===== src/rtl/en_pulse_pkg.sv =====
// Shared types and elaboration helpers for the enable-strobe generator.
// Consumed by en_pulse_gen and btn_debounce.
package en_pulse_pkg;

    typedef enum logic [1:0] {
        IDLE,
        PRESS_WAIT,
        HELD,
        REL_WAIT
    } db_state_t;

    function automatic int unsigned ms_to_cycles(input int unsigned clk_hz,
                                                 input int unsigned ms);
        return clk_hz / 1000 * ms;
    endfunction

    // Bits needed for a counter that runs 0..n-1, never narrower than one bit
    function automatic int unsigned cnt_width(input int unsigned n);
        return (n < 2) ? 1 : $clog2(n);
    endfunction

endpackage


===== src/rtl/btn_debounce.sv =====
// Push-button synchronizer, debounce FSM and press strobe generator.
// Optional hold-to-repeat strobes when BTN_AUTO_REPEAT_EN is defined.
module btn_debounce
    import en_pulse_pkg::*;
#(
    parameter int unsigned DBC  = 4
`ifdef BTN_AUTO_REPEAT_EN
   ,parameter int unsigned RDLY = 20
   ,parameter int unsigned RPER = 10
`endif
) (
    input  logic clk_i,
    input  logic rst_i,
    input  logic btn_n_i,
    output logic lvl_o,
    output logic en_o
);

    localparam int unsigned DW = cnt_width(DBC);
    localparam logic [DW-1:0] DLAST = DW'(DBC - 1);

    logic          sync1_q;
    logic          sync2_q;
    logic          s_q;
    db_state_t     state_q;
    db_state_t     state_d;
    logic [DW-1:0] dcnt_q;
    logic [DW-1:0] dcnt_d;
    logic          press_stb;
    logic          rep_stb;

    // Two synchronizer flops idle released; s_q is the registered pressed level
    always_ff @(posedge clk_i) begin
        if (rst_i) begin
            sync1_q <= 1'b1;
            sync2_q <= 1'b1;
            s_q     <= 1'b0;
        end else begin
            sync1_q <= btn_n_i;
            sync2_q <= sync1_q;
            s_q     <= ~sync2_q;
        end
    end

    always_ff @(posedge clk_i) begin
        if (rst_i) begin
            state_q <= IDLE;
            dcnt_q  <= '0;
        end else begin
            state_q <= state_d;
            dcnt_q  <= dcnt_d;
        end
    end

    always_comb begin
        state_d = state_q;
        dcnt_d  = dcnt_q;
        case (state_q)
            IDLE: begin
                if (s_q) begin
                    state_d = PRESS_WAIT;
                    dcnt_d  = '0;
                end
            end
            PRESS_WAIT: begin
                if (!s_q)                 state_d = IDLE;
                else if (dcnt_q == DLAST) state_d = HELD;
                else                      dcnt_d  = dcnt_q + DW'(1);
            end
            HELD: begin
                if (!s_q) begin
                    state_d = REL_WAIT;
                    dcnt_d  = '0;
                end
            end
            REL_WAIT: begin
                if (s_q)                  state_d = HELD;
                else if (dcnt_q == DLAST) state_d = IDLE;
                else                      dcnt_d  = dcnt_q + DW'(1);
            end
            default: state_d = IDLE;
        endcase
    end

    // The press strobe fires in the last qualifying PRESS_WAIT cycle only
    always_comb begin
        lvl_o     = 1'b0;
        press_stb = 1'b0;
        case (state_q)
            PRESS_WAIT: press_stb = s_q && (dcnt_q == DLAST);
            HELD:       lvl_o     = 1'b1;
            REL_WAIT:   lvl_o     = 1'b1;
            default:    lvl_o     = 1'b0;
        endcase
    end

`ifdef BTN_AUTO_REPEAT_EN
    localparam int unsigned RW = cnt_width((RDLY > RPER) ? RDLY : RPER);

    logic [RW-1:0] rcnt_q;
    logic [RW-1:0] rcnt_d;
    logic          rep_q;
    logic          rep_d;

    // Counter idles at zero outside HELD, so every entry into HELD restarts the delay
    always_comb begin
        rcnt_d  = '0;
        rep_d   = 1'b0;
        rep_stb = 1'b0;
        if (state_q == HELD) begin
            if (rcnt_q == (rep_q ? RW'(RPER - 1) : RW'(RDLY - 1))) begin
                rep_stb = 1'b1;
                rep_d   = 1'b1;
            end else begin
                rcnt_d  = rcnt_q + RW'(1);
                rep_d   = rep_q;
            end
        end
    end

    always_ff @(posedge clk_i) begin
        if (rst_i) begin
            rcnt_q <= '0;
            rep_q  <= 1'b0;
        end else begin
            rcnt_q <= rcnt_d;
            rep_q  <= rep_d;
        end
    end
`else
    assign rep_stb = 1'b0;
`endif

    assign en_o = press_stb | rep_stb;

endmodule


===== src/rtl/en_pulse_gen.sv =====
// Enable strobe source: free-running TICK prescaler, BLINK toggle and debounced button.
// Define BTN_AUTO_REPEAT_EN to add hold-to-repeat BTN_EN strobes.
module en_pulse_gen
    import en_pulse_pkg::*;
#(
    parameter int unsigned CLK_HZ     = 50_000_000,
    parameter int unsigned TICK_HZ    = 1,
    parameter int unsigned DB_MS      = 10,
    parameter int unsigned REP_DLY_MS = 500,
    parameter int unsigned REP_MS     = 100
) (
    input  logic clk,
    input  logic RST,
    input  logic RUN,
    input  logic BTN_N,
    output logic TICK,
    output logic BLINK,
    output logic BTN_LVL,
    output logic BTN_EN
);

    localparam int unsigned DIV = CLK_HZ / TICK_HZ;
    localparam int unsigned DBC = ms_to_cycles(CLK_HZ, DB_MS);
    localparam int unsigned CW  = cnt_width(DIV);

    if (DIV < 2 || (CLK_HZ % TICK_HZ) != 0) begin : g_div_check
        $error("en_pulse_gen: TICK_HZ must divide CLK_HZ exactly with DIV >= 2");
    end
    if (DBC < 1) begin : g_dbc_check
        $error("en_pulse_gen: debounce window must be at least one cycle");
    end
    if (REP_DLY_MS == 0 || REP_MS == 0) begin : g_rep_check
        $error("en_pulse_gen: repeat delay and period must be nonzero");
    end

    logic [CW-1:0] cnt_q;
    logic [CW-1:0] cnt_d;
    logic          blink_q;
    logic          blink_d;

    assign TICK  = RUN && (cnt_q == CW'(DIV - 1));
    assign BLINK = blink_q;

    // RUN low only freezes the count; the phase survives a pause
    always_comb begin
        cnt_d   = cnt_q;
        blink_d = blink_q;
        if (RUN) begin
            if (TICK) begin
                cnt_d   = '0;
                blink_d = ~blink_q;
            end else begin
                cnt_d   = cnt_q + CW'(1);
            end
        end
    end

    always_ff @(posedge clk) begin
        if (RST) begin
            cnt_q   <= '0;
            blink_q <= 1'b0;
        end else begin
            cnt_q   <= cnt_d;
            blink_q <= blink_d;
        end
    end

`ifdef BTN_AUTO_REPEAT_EN
    localparam int unsigned RDLY = ms_to_cycles(CLK_HZ, REP_DLY_MS);
    localparam int unsigned RPER = ms_to_cycles(CLK_HZ, REP_MS);
`endif

    btn_debounce #(
        .DBC  (DBC)
`ifdef BTN_AUTO_REPEAT_EN
       ,.RDLY (RDLY)
       ,.RPER (RPER)
`endif
    ) u_btn_debounce (
        .clk_i   (clk),
        .rst_i   (RST),
        .btn_n_i (BTN_N),
        .lvl_o   (BTN_LVL),
        .en_o    (BTN_EN)
    );

endmodule


===== config.mk =====
export PLATFORM = sky130hd
export DESIGN_NAME = en_pulse_gen
export DESIGN_NICKNAME = d
export VERILOG_FILES = /design/src/rtl/en_pulse_pkg.sv /design/src/rtl/btn_debounce.sv /design/src/rtl/en_pulse_gen.sv
export SDC_FILE = /design/constraint.sdc
export NUM_CORES = 1
export LEC_CHECK = 0
export CAP_MARGIN = 20
export CORE_MARGIN = 2
export CORE_UTILIZATION = 52
export DETAILED_ROUTE_END_ITERATION = 6
export GPL_TIMING_DRIVEN = 1
export PLACE_DENSITY = 0.73
export SKIP_CTS_REPAIR_TIMING = 1
export SLEW_MARGIN = 20
export SYNTH_ARGS = -nofsm -noshare
export SYNTH_HDL_FRONTEND = slang
export SYNTH_SLANG_ARGS = --single-unit

===== constraint.sdc =====
create_clock -name clk -period 2.1 [get_ports clk]
set_clock_uncertainty 0.15 [all_clocks]
set_input_delay 0.21 -clock clk [delete_from_list [all_inputs] [get_ports clk]]
set_output_delay 0.21 -clock clk [all_outputs]
set_load 0.02 [all_outputs]

==> results.cfg <==
[placed_design]
io_buffer_count = 7
globalplace.congestion = 0.808
hpwlAfterDp_mm = 3.79
dpl-instance-area_um2 = 2870
dp_cells = 368

[yosys]
yosysWarningCount = 0
synth-seq-cells = 51
synth.most_common_cell = dfxtp_1
synth_fp_nets = 287
async_flop_share_pct = 0
synthTopCellsByArea = dfxtp_1, a21oi_1, xor2_1, nand3_1, o21ai_0
ys_types = 48
avgSynthCellArea_um2 = 8.86
synth_area_um2 = 2490
synth_area_leader_cell = dfxtp_1
syn_inst = 281
synthTopCellsByCount = dfxtp_1, a21oi_1, nand2_1, nand3_1, o21ai_0
ys_seq_area_share_pct = 41.0
yosysTopAreaCellShare_pct = 41.0
synth_flop_cell = dfxtp_1
synth_edf_count = 0

[run_status]
violations = setup timing
status = complete, but fails checks

[floorplan]
dieArea_um2 = 5360
core-area_um2 = 4660
initial_core_util_pct = 53.4
pin_count = 8
rows = 25
chipHeight_um = 73.2
die_x_um = 73.2

[grt]
antenna_found_initial = 0
grt-ovfl-total = 0
grt_pass1_wl_mm = 9.47
grt_use_total_pct = 22.1
grt_pass1_vias = 2161
grt_max_degree = 20

[timing]
hold_viol = 0
max_freq_ghz = 0.454
grt_setup_unrepaired = yes
hold-worst-slack_ns = 0.234
final.setup.tns_ns = -0.102
final-setup-viol-count = 1
slew_violations = 0
fin_ws_ns = -0.102
min_period_ns = 2.20
worstMarginPinSlew_ns = 0.598
max_slew_margin_pct = 60.2
post-route-period-util_pct = 105

[critical_path]
crit_type = flip-flop to primary output
arrival_ns = 1.84
reg2regPathDepth = 5
worstReg2RegEnd = cnt_q[22]$_SDFFE_PP0P_
reg2reg_from = cnt_q[7]$_SDFFE_PP0P_
required_ns = 1.74
path_max_fanout = 2
rrSetupSlack_ns = 0.18
worst_setup_path_start_kind = flip-flop
cp-end-kind = primary output

[layout]
instances_no_fill = 374
drive_gt1_share_pct = 18.1
finalNetCount = 327
final_area_um2 = 2950
syn_to_final_growth_pct = 18.3
antennaDiodeCount = 0

[route]
routed_wl_mm = 5.22
drc = 0
antenna_left = 0
initialDrtViolationCount = 93
dr.pass1.iters = 4
vias = 2201
vias_per_cell = 5.89
wl_per_cell_um = 13.9

[clock_tree]
cts_htree_levels = 2
cts_buffer_depth = 2
cts_inserted_buffers = 5
cts_tree = built
root_buffer = clkbuf_8
clk_latency_ns = 0.30
cts_sinks = 51
clk_pin_slew_worst_paths_ns = 0.09

[pwr]
p_per_area_nw_per_um2 = 528
power_leakage_nw = 1.06
ir_drop_mv = 0.364
finalPower_mw = 1.56

[flow_run]
drv_cap = 0

[min_path]
hold_class = flip-flop to flip-flop
worstHoldEndpoint = u_btn_debounce.s_q$_SDFF_PP0_
worst_hold_path.num_cells = 1
hold_start = u_btn_debounce.sync2_q$_SDFF_PP1_
[worst max-delay path, cell delays in order, from the launching register on]
cell and delay [ns]:
dfxtp_1 0.32, or4b_4 0.55, nor4_4 0.29, and4b_2 0.25, buf_4 0.13
[logic make-up after synthesis]
logic type	Yosys count	share of synthesized area, %
XOR/XNOR	17	6.73
AO/OA/AOI/OAI	64	15.4
adder cells (fa/ha/maj)	2	1.00
AND/OR/NAND/NOR	128	32.0
multiplexers	3	1.21
flip-flops	51	41.0
buffers and inverters	16	2.66
[layout by cell type, fill, tap and decap left out, types with 9 or more instances in the layout]
cell / Yosys / final
xor2_1: 12 / 12
buf_4: 0 / 37
or3_1: 12 / 12
nor2_1: 16 / 16
or4_1: 9 / 9
dfxtp_1: 51 / 51
nand3_1: 17 / 17
nand2_1: 18 / 18
nand4_1: 12 / 12
a21oi_1: 28 / 28
o21ai_0: 17 / 17
[registers in the layout (all words and copies together), names as in the netlist, named ones only]
name	flops
u_btn_debounce.dcnt_q	19
cnt_q	26
BLINK	1
u_btn_debounce.s_q	1
u_btn_debounce.sync1_q	1
u_btn_debounce.sync2_q	1
u_btn_debounce.state_q	1
[report_power, final]
group / switching (mW) / leakage [nW] / total [mW] / internal (mW)
Combinational: 0.0304 / 0.606 / 0.0563 / 0.0260
Sequential: 0.00412 / 0.412 / 0.976 / 0.972
Clock: 0.302 / 0.0371 / 0.525 / 0.223
[worst max-delay path by stage]
| stage | slack [ns] | from | to |
|---|---|---|---|
| global placement | -0.26 | u_btn_debounce.dcnt_q[11]$_SDFFE_PP0P_ | BTN_EN |
| floorplan | 0.06 | u_btn_debounce.dcnt_q[11]$_SDFFE_PP0P_ | BTN_EN |
| CTS | -0.61 | u_btn_debounce.dcnt_q[11]$_SDFFE_PP0P_ | BTN_EN |
| detailed placement | -0.27 | u_btn_debounce.dcnt_q[11]$_SDFFE_PP0P_ | BTN_EN |
| finish | -0.10 | u_btn_debounce.dcnt_q[12]$_SDFFE_PP0P_ | BTN_EN |
| global route | -0.17 | u_btn_debounce.dcnt_q[12]$_SDFFE_PP0P_ | BTN_EN |
[stage by stage]
step                util [%]  setup WS [ns]
floorplan                  -         0.0613
global placement        61.6         -0.261
detailed placement      61.6         -0.270
CTS                     63.1         -0.615
global route            63.2         -0.173
finish                  63.2         -0.102
[layout make-up]
cell class	count	area (um2)
clock buffer	6	72.6
fill	410	1710
inverter	5	18.8
multi-input combinational	214	1410
sequential	51	1020
tap	54	67.6
timing repair buffer	44	360
[layer usage]
layer / global-route usage (%) / part of all wire (%) / vias up
met3: 4.70 / 2.5 / 11
li1: - / - / 1121
met4: 8.64 / 2.2 / 0
met5: 0 / 0 / -
met1: 26.4 / 47 / 1047
met2: 38.5 / 49 / 22
Power figures use the tool's default switching activity.
